## src/rtl/waveform_pkg.sv

```systemverilog
// Shared constants for the waveform generator: default period, one-hot
// waveform selects and the quarter-wave sine magnitude table.
package waveform_pkg;

    localparam int PERIOD_DEFAULT = 1000;

    localparam logic [3:0] SEL_SINE     = 4'b0001;
    localparam logic [3:0] SEL_TRIANGLE = 4'b0010;
    localparam logic [3:0] SEL_SQUARE   = 4'b0100;
    localparam logic [3:0] SEL_SAWTOOTH = 4'b1000;

    // L[k] = round(127 * sin(2*pi*(k+0.5)/256)), k = 0..63
    localparam logic [6:0] SINE_L [64] = '{
        7'd2,   7'd5,   7'd8,   7'd11,  7'd14,  7'd17,  7'd20,  7'd23,
        7'd26,  7'd29,  7'd32,  7'd35,  7'd38,  7'd41,  7'd44,  7'd47,
        7'd50,  7'd53,  7'd56,  7'd58,  7'd61,  7'd64,  7'd67,  7'd69,
        7'd72,  7'd74,  7'd77,  7'd79,  7'd82,  7'd84,  7'd86,  7'd89,
        7'd91,  7'd93,  7'd95,  7'd97,  7'd99,  7'd101, 7'd103, 7'd105,
        7'd106, 7'd108, 7'd110, 7'd111, 7'd113, 7'd114, 7'd115, 7'd117,
        7'd118, 7'd119, 7'd120, 7'd121, 7'd122, 7'd123, 7'd124, 7'd124,
        7'd125, 7'd125, 7'd126, 7'd126, 7'd127, 7'd127, 7'd127, 7'd127
    };

    function automatic logic is_onehot4(input logic [3:0] v);
        return (v != 4'b0000) && ((v & (v - 4'd1)) == 4'b0000);
    endfunction

endpackage

```

## src/rtl/waveform_gen_sine_quarter_lut.sv

```systemverilog
// Combinational quarter-wave sine magnitude lookup (first quadrant only).
module sine_quarter_lut
    import waveform_pkg::*;
(
    input  logic [5:0] addr,
    output logic [6:0] level
);

    assign level = SINE_L[addr];

endmodule

```

## src/rtl/waveform_gen.sv

```systemverilog
// Period-locked DAC waveform generator: 256 samples per PERIOD clocks,
// selectable sine/triangle/square/sawtooth, with a period-sync pulse.
module waveform_gen
    import waveform_pkg::*;
#(
    parameter int PERIOD = PERIOD_DEFAULT
) (
    input  logic       clk,
    input  logic       rst,
    input  logic       en,
    input  logic [3:0] sel_sig,
    output logic [7:0] dac_out,
    output logic       set,
    output logic [3:0] active_sel
);

    localparam logic [11:0] CNT_LAST = 12'(PERIOD - 1);
    localparam logic [12:0] PERIOD_W = 13'(PERIOD);

    logic [11:0] cnt;
    logic [11:0] acc;
    logic [7:0]  idx;
    logic        wrap;
    logic [12:0] acc_sum;
    logic        acc_carry;
    logic [11:0] acc_next;
    logic [5:0]  lut_addr;
    logic [6:0]  lut_level;
    logic [7:0]  sample;

    assign wrap = (cnt == CNT_LAST);

    // acc + 256 can exceed 12 bits for large PERIOD, so compare in 13 bits
    assign acc_sum   = {1'b0, acc} + 13'd256;
    assign acc_carry = (acc_sum >= PERIOD_W);
    assign acc_next  = acc_carry ? 12'(acc_sum - PERIOD_W) : acc_sum[11:0];

    // Odd quadrants walk the table backwards (63-k == ~k for 6 bits)
    assign lut_addr = idx[6] ? ~idx[5:0] : idx[5:0];

    sine_quarter_lut u_lut (
        .addr  (lut_addr),
        .level (lut_level)
    );

    always_comb begin
        sample = 8'h80;
        case (active_sel)
            SEL_SINE:     sample = idx[7] ? (8'h80 - {1'b0, lut_level})
                                          : (8'h80 + {1'b0, lut_level});
            SEL_TRIANGLE: sample = idx[7] ? {~idx[6:0], 1'b0} : {idx[6:0], 1'b0};
            SEL_SQUARE:   sample = idx[7] ? 8'h00 : 8'hFF;
            SEL_SAWTOOTH: sample = idx;
            default:      sample = 8'h80;
        endcase
    end

    always_ff @(posedge clk or posedge rst) begin
        if (rst) begin
            cnt        <= 12'd0;
            acc        <= 12'd0;
            idx        <= 8'd0;
            set        <= 1'b0;
            active_sel <= SEL_SINE;
            dac_out    <= 8'h80;
        end else if (en) begin
            dac_out <= sample;
            if (wrap) begin
                cnt <= 12'd0;
                acc <= 12'd0;
                idx <= 8'd0;
                set <= 1'b1;
                // Waveform switches only at a period boundary, and only on a clean request
                if (is_onehot4(sel_sig)) begin
                    active_sel <= sel_sig;
                end
            end else begin
                cnt <= cnt + 12'd1;
                acc <= acc_next;
                set <= 1'b0;
                if (acc_carry) begin
                    idx <= idx + 8'd1;
                end
            end
        end else begin
            set <= 1'b0;
        end
    end

endmodule
```

## config.mk

```make
export PLATFORM = sky130hd
export DESIGN_NAME = waveform_gen
export DESIGN_NICKNAME = d
export VERILOG_FILES = /design/src/rtl/waveform_pkg.sv /design/src/rtl/waveform_gen_sine_quarter_lut.sv /design/src/rtl/waveform_gen.sv
export SDC_FILE = /design/constraint.sdc
export NUM_CORES = 1
export LEC_CHECK = 0
export CAP_MARGIN = 10
export CORE_MARGIN = 3
export CORE_UTILIZATION = 50
export DETAILED_ROUTE_END_ITERATION = 8
export PLACE_DENSITY = 0.76
export SLEW_MARGIN = 30
export SYNTH_ARGS = -nofsm -noshare
export SYNTH_HDL_FRONTEND = slang
export SYNTH_SLANG_ARGS = --single-unit
```

## constraint.sdc

```tcl
create_clock -name clk -period 6 [get_ports clk]
set_input_delay 1.5 -clock clk [delete_from_list [all_inputs] [get_ports clk]]
set_output_delay 1.5 -clock clk [all_outputs]
set_load 0.05 [all_outputs]
```

## Word level (Yosys, flattened, before mapping)

Memories as Yosys holds them, arrays and structs flattened.
Cells that the tools add are included.

| operators by class | value |
|---|---|
| $add $sub $neg | 7 |
| $lt $le $gt $ge | 2 |
| equal/unequal tests | 5 |
| mux-type cells | 14 |
| bitwise logic cells | 4 |
| reduce and logical (&&, ||, !) cells | 6 |

Operators by type and width:

| kind | number |
|---|---|
| 8-bit two-way mux | 5 |
| 12-bit two-way mux | 3 |
| 8-bit case mux with 4 select lines | 1 |
| 7-bit two-way mux | 2 |
| 12-bit by 9-bit adder with 13-bit output (second input constant) | 1 |
| 13-bit by 10-bit >= comparator with 1-bit output (second input constant) | 1 |
| 12-bit by 1-bit adder with 12-bit output (second input constant) | 1 |
| 12-bit by 10-bit equality test with 1-bit output (second input constant) | 1 |
| 12-bit by 10-bit subtractor with 12-bit output (second input constant) | 1 |
| 8-bit by 1-bit adder with 8-bit output (second input constant) | 1 |
| 8-bit by 7-bit adder with 8-bit output (first input constant) | 1 |
| 8-bit by 7-bit subtractor with 8-bit output (first input constant) | 1 |
| 7-bit >= comparator (second input constant) | 1 |
| 6-bit NOT with 7-bit output | 1 |
| 7-bit NOT | 1 |
| 6-bit two-way mux | 1 |
| 6-bit NOT | 1 |
| 4-bit AND | 1 |
| 4-bit by 1-bit equality test with 1-bit output (second input constant) | 1 |
| 4-bit by 2-bit equality test with 1-bit output (second input constant) | 1 |
| 4-bit by 3-bit equality test with 1-bit output (second input constant) | 1 |
| 4-bit equality test (second input constant) | 1 |
| 4-bit zero test | 1 |
| 4-bit nonzero test | 1 |
| 6 further kinds | 7 |

| word-level totals | value |
|---|---|
| register bits after elaboration | 45 |
| ROM bits | 448 |
| bits of input ports | 7 |
| output and inout bits | 13 |
| word-level logic and storage cells | 45 |
| memories kept | 1 |

Memory list:

| name | depth | width | rd ports | clocked after memory_dff | write ports | RTL line | text |
|---|---|---|---|---|---|---|---|
| (no name shown) | 64 | 7 | 1 | 0 | 0 | waveform_gen_sine_quarter_lut.sv:9 | `assign level = SINE_L[addr];` |

## Depth between registers and ports, before layout

| logic depth | value |
|---|---|
| depth in word-level cells | 9 |
| gate-level depth with buffers | 16 |
| gate-level depth less buffers | 13 |

## Hierarchy

From an unflattened synthesis, not the netlist that was laid out.

| second synthesis, totals | value |
|---|---|
| cells, all modules | 394 |
| area total of the unflattened synthesis | 3355.7 um2 |

Modules (own cells, without submodules):

| module | times used | cells each | area each (um2) | sequential area each (um2) |
|---|---|---|---|---|
| waveform_gen | 1 | 310 | 2755.1 | 1053.5 |
| sine_quarter_lut | 1 | 84 | 600.6 | 0.0 |

## Least setup slack after synthesis

Ideal clock, no wire load.

| timing | value |
|---|---|
| path kind | flip-flop to flip-flop |
| from | register idx[6] |
| to | register dac_out[6] |
| setup time | 135 ps |
| data arrival time | 3082 ps |
| data required time | 5865 ps |
| slack | 2784 ps |
| stages on the path, launching flop included | 17 |
| path buffers | 3 |
| clock period less this slack | 3216 ps |
| cell sequence | dfrtp_1 > buf_2 > buf_2 > buf_2 > xor2_1 > inv_1 > ha_1 > mux2i_1 > a221oi_1 > o21ai_0 > o211ai_1 > inv_1 > ha_1 > nand3_1 > o22ai_1 > a221oi_1 > o31ai_1 |

| between the ends | value |
|---|---|
| cells in the longest elaborated chain, start to end | 8 |
| elaborated cells on any way between the ends | 9 |
| classes of those cells | add/sub: 2; mux: 5; bitwise: 1; memory: 1 |

Ends and longest elaborated chain:

| item | RTL line | text |
|---|---|---|
| start: declaration | waveform_gen.sv:22 | `logic [7:0] idx;` |
| start signal: assignment | waveform_gen.sv:82 | `idx <= idx + 8'd1;` |
| 6-bit two-way mux | waveform_gen.sv:39 | `assign lut_addr = idx[6] ? ~idx[5:0] : idx[5:0];` |
| 6-bit NOT with 7-bit output (implied by the code) | waveform_gen_sine_quarter_lut.sv:9 |  |
| memory 64 x 7 bit | n/a |  |
| 7-bit two-way mux (implied by the code) (2 in series) | waveform_gen_sine_quarter_lut.sv:9 |  |
| 8-bit by 7-bit adder with 8-bit output / 8-bit by 7-bit subtractor with 8-bit output (equally long branches) | waveform_gen.sv:50, waveform_gen.sv:49 |  |
| 8-bit two-way mux | waveform_gen.sv:49 | `SEL_SINE: sample = idx[7] ? (8'h80 - {1'b0, lut_level})` |
| 8-bit case mux with 4 select lines * | waveform_gen.sv:48 | `case (active_sel)` |
| end signal: assignment | waveform_gen.sv:67 | `dac_out <= sample;` |
| end: declaration | waveform_gen.sv:12 | `output logic [7:0] dac_out,` |

Mark *: on every way between the ends. The rest lies on a longest branch, timed or not. The select of a mux whose other input is x is not followed.
A chain may end at the register's enable or synchronous reset.

## Final worst setup path

Same ends and word-level chain as after synthesis.

==> impl_metrics.toml <==
[run_status]
status = "completed"

[place]
place_hpwl_mm = 6.601
port_buffers = 19
dp.cells = 551
gp_congestion = 0.8783

[setup_path]
crit_family = "compound AO/OA/AOI/OAI gates"
critPathKind = "reg2reg"
critPathArrivalTime_ns = 3.95
worstSetupEndpointType = "flop"
crit_chain = "buf_4, xor2_1, ha_1, nand2b_1, o211ai_1, nand2_1, o31ai_1, inv_1, ha_1, nand3_1, o22ai_1, a221oi_1, o31ai_1"
cp-start-kind = "flop"
critPathMaxFanout = 20
cpPeakStageDelay_ns = 0.72
critPathSlowestCell = "dfrtp_1"
required_ns = 6.19
crit_buf_inv = 2

[clocking]
clock_sinks = 42
ctsLongestPathBuffers = 2
htreeDepth = 2
cts_tree = "yes"
cts_buffers = 5
clk_root_buffer_cell = "clkbuf_8"
clk_latency_ns = 0.31
cts_hold_buffers = 0
cts_resized = 0
clk_pin_slew_ns = 0.09
post_cts_buffers = 0

[detailed_routing]
drt-pass1-iter-count = 5
drtIter0Drc = 267
wl_per_cell_um = 16.76
drc = 0
antenna_left = 0
routed_via_density = 6.261
routed_wl_mm = 9.371
vias = 3500

[sta]
finalCriticalPeriod_ns = 3.762
worstMarginPinSlew_ns = 0.7604
hold_slack_ns = 0.4843
finalCritPeriodShare_pct = 62.70
rsz0062_at_grt = "no"
slew_headroom_pct = 49.31
fmax_mhz = 265.8
clock-skew-final_ns = 0.004114
setup-tns-final_ns = 0
slew_viol_final = 0
hold_violations = 0
finalSetupViolCount = 0

[power_and_ir_drop]
p_leak_uw = 0.001657
irDropWorstVdd_uv = 189.9
total_power_uw = 1908
power.density_mw_per_mm2 = 469.0

[global_routing]
grt_pass1_wl_mm = 16.07
grt_overflow = 0
grt_max_degree = 43
first_global_vias = 3282
grt.total_usage_pct = 22.84
antenna_found_initial = 0

[synth]
synthCells = 465
syn_area_sq_mm = 0.003755
syn_area_per_cell_sq_um = 8.075
synth_edf_count = 0
synthArstFlopShare_pct = 100.0
seq_area_frac_synth_pct = 28.06
synthFlopType = "dfrtp_1"
netlist-cell-type-count = 65
ys_seq_elements = 42
ys.warnings.count = 0
synth_fp_nets = 488

[floorplanning]
die_h_um = 92.66
core_area_sq_mm = 0.007019
dieArea_sq_mm = 0.008586
num_rows = 30
initial_core_util_pct = 53.49
ios = 20
dieWidth_um = 92.66

[layout]
drive_gt1_share_pct = 5.616
areaGrowthSynthToFinish_pct = 8.331
final_cells = 559
fillers = 626
fin_nets = 485
diodes = 0
final_util_pct = 57.95

[flow_run]
maxCapViolations = 0

[hold_path]
min_path_type = "reg2reg"
[cells in the mapped netlist, drive strengths merged, types with 3 or more instances]
master | count | area share, %
xnor2 | 16 | 3.7
o21ai | 29 | 3.9
a211oi | 7 | 1.4
o211ai | 8 | 1.6
nand3 | 13 | 1.7
nand4 | 9 | 1.5
a21oi | 28 | 3.7
a32o | 4 | 1.1
or3 | 3 | 0.50
a21o | 3 | 0.60
inv | 22 | 2.2
o22ai | 5 | 0.83
clkbuf | 15 | 1.5
nor2b | 12 | 2.0
a22oi | 8 | 1.6
a22o | 3 | 0.70
nand2 | 43 | 4.3
ha | 16 | 5.3
nor4b | 4 | 1.1
mux2i | 10 | 2.7
o31ai | 10 | 2.1
nor2 | 43 | 4.3
nand2b | 13 | 2.2
xor2 | 21 | 4.9
nor3 | 9 | 1.3
and2 | 5 | 0.83
a221oi | 5 | 1.2
buf | 18 | 2.3
dfrtp | 40 | 27
[placed cells by master (no fill, tap or decap), types with 4 or more instances in the layout]
master | netlist | layout
nand2_1 | 43 | 43
nor2_1 | 43 | 43
dfrtp_1 | 40 | 40
a21oi_1 | 28 | 28
o21ai_0 | 22 | 22
xor2_1 | 21 | 21
inv_1 | 21 | 21
clkdlybuf4s50_1 | 0 | 19
xnor2_1 | 16 | 16
ha_1 | 16 | 16
nand3_1 | 13 | 13
nand2b_1 | 13 | 13
nor2b_1 | 12 | 12
mux2i_1 | 10 | 10
o31ai_1 | 9 | 9
nand4_1 | 9 | 9
nor3_1 | 8 | 8
o211ai_1 | 8 | 8
a22oi_1 | 8 | 8
o21ai_1 | 7 | 7
a211oi_1 | 7 | 7
and2_1 | 5 | 5
a221oi_1 | 5 | 5
o22ai_1 | 5 | 5
clkbuf_8 | 0 | 5
a32o_1 | 4 | 4
buf_4 | 0 | 4
[where the power goes]
| part | switching [uW] | internal (uW) |
|---|---|---|
| Clock | 106 | 123 |
| Sequential | 128 | 348 |
| Combinational | 734 | 469 |
[final timing paths]
check | cells past startpoint | slack, ns | start | to
setup / recovery | 13 | 2.24 | idx[6]$_DFFE_PP0P_ | dac_out[6]$_DFFE_PP0P_
hold / removal | 1 | 0.48 | cnt[11]$_DFFE_PP0P_ | cnt[11]$_DFFE_PP0P_
setup reg to reg | 13 | 2.24 | idx[6]$_DFFE_PP0P_ | dac_out[6]$_DFFE_PP0P_
hold reg to reg | 1 | 0.48 | cnt[11]$_DFFE_PP0P_ | cnt[11]$_DFFE_PP0P_
max in group asynchronous | 3 | 4.00 | rst | active_sel[0]$_DFFE_PP1P_
min in group asynchronous | 3 | 1.63 | rst | acc[10]$_DFFE_PP0P_
[sequential cells by signal, indices dropped and copies added, names as in the netlist]
signal and cells:
acc 9, active_sel 4, cnt 12, dac_out 8, idx 8, set 1
[through the flow]
step           cell area, sq um  setup WS (ns)
2_1_floorplan              3755          2.784
3_3_place_gp               3953          2.459
3_5_place_dp               3953          2.337
4_1_cts                    4061          2.318
5_1_grt                    4068          1.927
6_report                   4068          2.238
[final cells by class]
cell class,count,area [sq um],area share (%)
Multi-Input combinational cell,368,2482,61.03
Sequential cell,42,1054,25.90
Timing Repair Buffer,23,220.2,5.414
Tap cell,96,120.1,2.953
Inverter,22,82.58,2.030
Clock buffer,5,68.82,1.692
Clock inverter,3,40.04,0.9843
[worst reg2reg max path: stages (launching register included)]
cell,delay [ns]
dfrtp_1,0.72
buf_4,0.33
xor2_1,0.42
ha_1,0.30
nand2b_1,0.13
o211ai_1,0.12
nand2_1,0.08
o31ai_1,0.59
inv_1,0.12
ha_1,0.24
nand3_1,0.09
o22ai_1,0.11
a221oi_1,0.28
o31ai_1,0.11
[per-layer routing]
layer	vias to the layer above	GRT usage, %	share of wire (%)
li1	1683	-	-
met1	1670	31.59	47
met2	123	35.89	46
met3	24	4.712	5.2
met4	0	7.082	2.4
met5	-	0	0
[cells by family after synthesis]
family                   after synthesis  synth area share [%]
AND/OR/NAND/NOR                      166                 22.53
AO/OA/AOI/OAI                        135                 24.99
buffers and inverters                 55                 5.998
flip-flops                            42                 28.06
XOR/XNOR                              37                 8.630
adder cells (fa/ha/maj)               16                 5.332
multiplexers                          14                 4.465
Note: power is estimated with default switching activity, not from simulation.
